**config.mk**
```make
export PLATFORM = sky130hd
export DESIGN_NAME = frame_deserializer_valid_ready
export DESIGN_NICKNAME = d
export VERILOG_FILES = /design/src/rtl/frame_deserializer_valid_ready.sv
export SDC_FILE = /design/constraint.sdc
export NUM_CORES = 1
export LEC_CHECK = 0
export CORE_MARGIN = 3
export CORE_UTILIZATION = 40
export CTS_CLUSTER_SIZE = 20
export DETAILED_ROUTE_END_ITERATION = 6
export HOLD_SLACK_MARGIN = 0.06
export PLACE_DENSITY_LB_ADDON = 0.05
export SLEW_MARGIN = 25
export SYNTH_ARGS = -nofsm -noshare
export SYNTH_HDL_FRONTEND = slang
export SYNTH_SLANG_ARGS = --single-unit
```
**constraint.sdc**
```tcl
create_clock -name clk -period 2.2 [get_ports clk]
set_input_delay 0.33 -clock clk [delete_from_list [all_inputs] [get_ports clk]]
set_output_delay 0.33 -clock clk [all_outputs]
set_load 0.05 [all_outputs]
```
**src/rtl/frame_deserializer_valid_ready.sv**
```systemverilog
// Serial-to-parallel frame collector: gathers DEPTH words of WIDTH bits into
// one packed frame, double-buffered so upstream streams while downstream stalls.
module frame_deserializer_valid_ready #(
  parameter int unsigned WIDTH = 8,
  parameter int unsigned DEPTH = 4
) (
  input  logic                         clk,
  input  logic                         arstn,
  input  logic                         up_valid,
  output logic                         up_ready,
  input  logic [WIDTH-1:0]             up_data,
  output logic                         down_valid,
  input  logic                         down_ready,
  output logic [DEPTH-1:0][WIDTH-1:0]  down_data,
  output logic [1:0]                   frames_pending
);

  localparam int unsigned IDX_W = (DEPTH > 1) ? $clog2(DEPTH) : 1;
  localparam logic [IDX_W-1:0] LAST_IDX = IDX_W'(DEPTH - 1);

  logic [DEPTH-1:0][WIDTH-1:0] bank0;
  logic [DEPTH-1:0][WIDTH-1:0] bank1;
  logic [1:0]                  full;
  logic [1:0]                  full_nxt;
  logic                        wr_bank;
  logic                        rd_bank;
  logic [IDX_W-1:0]            wr_idx;
  logic                        push;
  logic                        pop;
  logic                        frame_done;

  // All handshake outputs are decoded from registered state only.
  assign up_ready       = ~full[wr_bank];
  assign down_valid     = full[rd_bank];
  assign down_data      = rd_bank ? bank1 : bank0;
  assign frames_pending = {1'b0, full[0]} + {1'b0, full[1]};

  assign push       = up_valid & up_ready;
  assign pop        = down_valid & down_ready;
  assign frame_done = push & (wr_idx == LAST_IDX);

  // Completion and pop always hit different banks, so both can apply at once.
  always_comb begin
    full_nxt = full;
    if (frame_done) full_nxt[wr_bank] = 1'b1;
    if (pop)        full_nxt[rd_bank] = 1'b0;
  end

  always_ff @(posedge clk or negedge arstn) begin
    if (!arstn) begin
      full    <= 2'b00;
      wr_bank <= 1'b0;
      rd_bank <= 1'b0;
      wr_idx  <= '0;
    end else begin
      full <= full_nxt;
      if (push) begin
        if (frame_done) begin
          wr_idx  <= '0;
          wr_bank <= ~wr_bank;
        end else begin
          wr_idx <= wr_idx + IDX_W'(1);
        end
      end
      if (pop) rd_bank <= ~rd_bank;
    end
  end

  // Frame storage carries no reset; contents are only observed when full.
  always_ff @(posedge clk) begin
    if (push) begin
      if (wr_bank) bank1[wr_idx] <= up_data;
      else         bank0[wr_idx] <= up_data;
    end
  end

endmodule

```
==> results_dict.tcl <==
set metrics [dict create \
    critPathKind "reg -> out" \
    cts_max_level 3 \
    hold_viol_final 0 \
    worstSetupEndpointType "output pin" \
    core_region_area_um2 6460 \
    power_per_cell_area_nw_per_um2 1420 \
    standard_cell_with_the_maximum_stage_delay_on_the_critical_path "sky130_fd_sc_hd__dlygate4sd2_1" \
    max_cap_violations 0 \
    numCtsBuffers 9 \
    path_max_fanout 9 \
    netlist-cell-type-count 21 \
    antenna-diode-count 0 \
    finalCoreUtilization 0.588 \
    syn_area_per_cell_um2 18.9 \
    drt_drc_violations_left 0 \
    area_enclosed_by_the_die_boundary_um2 7780 \
    drt_pre_antenna_iters 4 \
    worstHoldPathType "in -> async" \
    synth_top_family_by_area "multiplexers" \
    syn_nets 160 \
    ir_drop_mv 0.735 \
    setup_viol_count_final 0 \
    first_global_vias 1477 \
    p_leak_nw 1.41 \
    post-synth-top-count-cell "sky130_fd_sc_hd__edfxtp_1" \
    dominantRegCellSynth "sky130_fd_sc_hd__edfxtp_1" \
    synth_warnings 0 \
    global_route.overflow_total 0 \
    finalWeightedCongestion 0.757 \
    drt_iter0_markers 69 \
    area_growth_pct 40.4 \
    ff_latch_area_um2 2070 \
    initial_standard_cell_utilization_of_the_core 0.419 \
    grt_max_degree 23 \
    crit_path_start_kind "flip-flop" \
    avgRoutedWirePerCell_um 16.6 \
    reg2reg_setup_slack_ns 0.69 \
    floorplan.io_pins 48 \
    dominant_cells_by_area_after_synthesis "sky130_fd_sc_hd__edfxtp_1 (71%), sky130_fd_sc_hd__mux2_2 (14%), sky130_fd_sc_hd__dfrtp_1 (5.6%), sky130_fd_sc_hd__ha_1 (2.3%), sky130_fd_sc_hd__nor2_1 (0.97%)" \
    finish.net_count 223 \
    final_antenna_net_count 0 \
    timing.final.crit_period_ns 1.92 \
    synth-compound-area-share 0.00879 \
    synth_mux_area_frac 0.151 \
    clk_root_buffer_cell "sky130_fd_sc_hd__clkbuf_8" \
    worstPathRequired_ns 1.87 \
    via_count_of_the_routed_design 1413 \
    clock_latency_ns 0.34 \
    worst_slew_pin_slew_ns 0.493 \
    yosys.area.top_type "sky130_fd_sc_hd__edfxtp_1" \
    cts.sink_count 70 \
    grt_usage 0.136 \
    cp.arrival_ns 1.59 \
    cts-root-to-sink-buffers 2 \
    synth_fa_ha_area_frac 0.0231 \
    path_cells "ha_1, dlygate4sd2_1" \
    synth_area_um2 2700 \
    grt_first_pass_wirelength_um 7400 \
    number_of_antenna_violations_at_the_first_check_in_global_routing 0 \
    buffer_ports.inserted 47 \
    cts.reportedPaths.clkPinSlew_ns 0.07 \
    tritoncts "yes" \
    netlist.area_leader.share 0.711 \
    synth_xor_area_frac 0 \
    synth_simple_gate_area_frac 0.0347 \
    area_of_the_multi_input_gates_um2 588 \
    routed_wl_um 4770 \
    num-fill-cells 498 \
    post-route-period-util 0.871 \
    drive_above_1_share 0.448 \
    ys_seq_area_frac 0.766 \
    netlist_instances 143 \
    number_of_synthesized_flops_with_an_enable_pin 64 \
    rows 29 \
    clock-skew-final_ns 0.00535 \
    yosys-top-cells-count "sky130_fd_sc_hd__edfxtp_1 (64), sky130_fd_sc_hd__mux2_2 (33), sky130_fd_sc_hd__nor2_1 (7)" \
    slew_headroom 0.673 \
    register_bit_total_from_synthesis 70 \
    fin_setup_tns_ns 0 \
    fmaxAchievable_mhz 522 \
    rsz_0062_raised_after_global_routing "false" \
    synth-async-reset-ratio 0.0857 \
    report.final.slew_viol_count 0 \
    routed_via_density 4.92 \
    chipWidth_um 88.2 \
    detailedPlacementHpwl_um 3320 \
    die_h_um 88.2 \
    worst_path_largest_cell_delay_ns 0.53 \
    outcome "finished, final reports clean" \
]
[what timing repair did]
| action | in CTS | in global routing |
|---|---|---|
| buffers inserted | 0 | 0 |
| endpoints found under the setup margin | 1 | 0 |
| gates resized for setup | 1 | 0 |
| hold buffers | 0 | 0 |
[layer usage]
metal | part of all wire | global-route usage | wire length [um] | vias up
li1 | - | - | - | 667
met2 | 0.50 | 0.206 | 2380 | 45
met4 | 0.016 | 0.0783 | 78 | 0
met1 | 0.43 | 0.172 | 2060 | 695
met3 | 0.052 | 0.0419 | 246 | 6
met5 | 0 | 0 | 0 | -
[logic make-up after synthesis]
family / Yosys count
adder cells (fa/ha/maj): 5
AO/OA/AOI/OAI: 4
multiplexers: 36
flip-flops: 70
AND/OR/NAND/NOR: 20
buffers and inverters: 8
[sequential cells by signal, summed over array words and instances (netlist names)]
name     count
bank1       32
wr_idx       2
bank0       32
full         2
wr_bank      1
rd_bank      1
[layout by cell type, fill, tap and decap left out, drive strengths merged]
cell / n
or2b: 1
dfrtp: 6
clkinv: 5
ha: 5
nor2: 7
and3: 1
edfxtp: 64
clkbuf: 9
a21o: 1
nor3: 4
inv: 2
buf: 46
a21oi: 1
dlygate4sd2: 1
a31oi: 1
o21ai: 1
clkinvlp: 1
nand2: 5
mux2i: 1
clkdlybuf4s50: 11
mux2: 35
nand2b: 2
[stage by stage]
step	instance area (um^2)	hold WS, ns	total power [mW]	cells	setup WS [ns]
after global placement	3640	0.531	4.61	272	0.407
after floorplan	2700	0.0344	3.36	143	0.484
final	3790	0.221	5.40	287	0.283
after CTS	3790	0.215	5.48	287	0.276
after detailed placement	3640	0.553	4.64	272	0.381
after global routing	3790	0.217	5.66	287	0.207
[where the power goes]
group | internal, mW | switching [mW]
combinational | 1.29 | 1.52
sequential | 1.66 | 0.107
clock | 0.388 | 0.439
[area by class of cell]
type,count,area share
sequential,70,0.546
clock inverter,6,0.00791
multi-input combinational,65,0.155
timing repair buffer,58,0.231
inverter,2,0.00198
tap,77,0.0254
clock buffer,9,0.0326
[worst max-delay path: cells and delay by family (launching register included)]
family	cells	cell delay [ns]
fa+ha+maj	1	0.20
buf+inv	1	0.53
flops	1	0.52
[worst paths after layout]
path | startpoint | endpoint | cells after the start
worst max-delay path | full[0] | frames_pending[1] | 2
worst min-delay path | arstn | full[1] | 1
worst max register to register | wr_idx[0] | bank0[25] | 4
worst min register to register | wr_idx[1] | wr_idx[1] | 1
max in group asynchronous | arstn | rd_bank | 1
min in group clk | wr_idx[1] | wr_idx[1] | 1
Power figures use the tool's default switching activity.
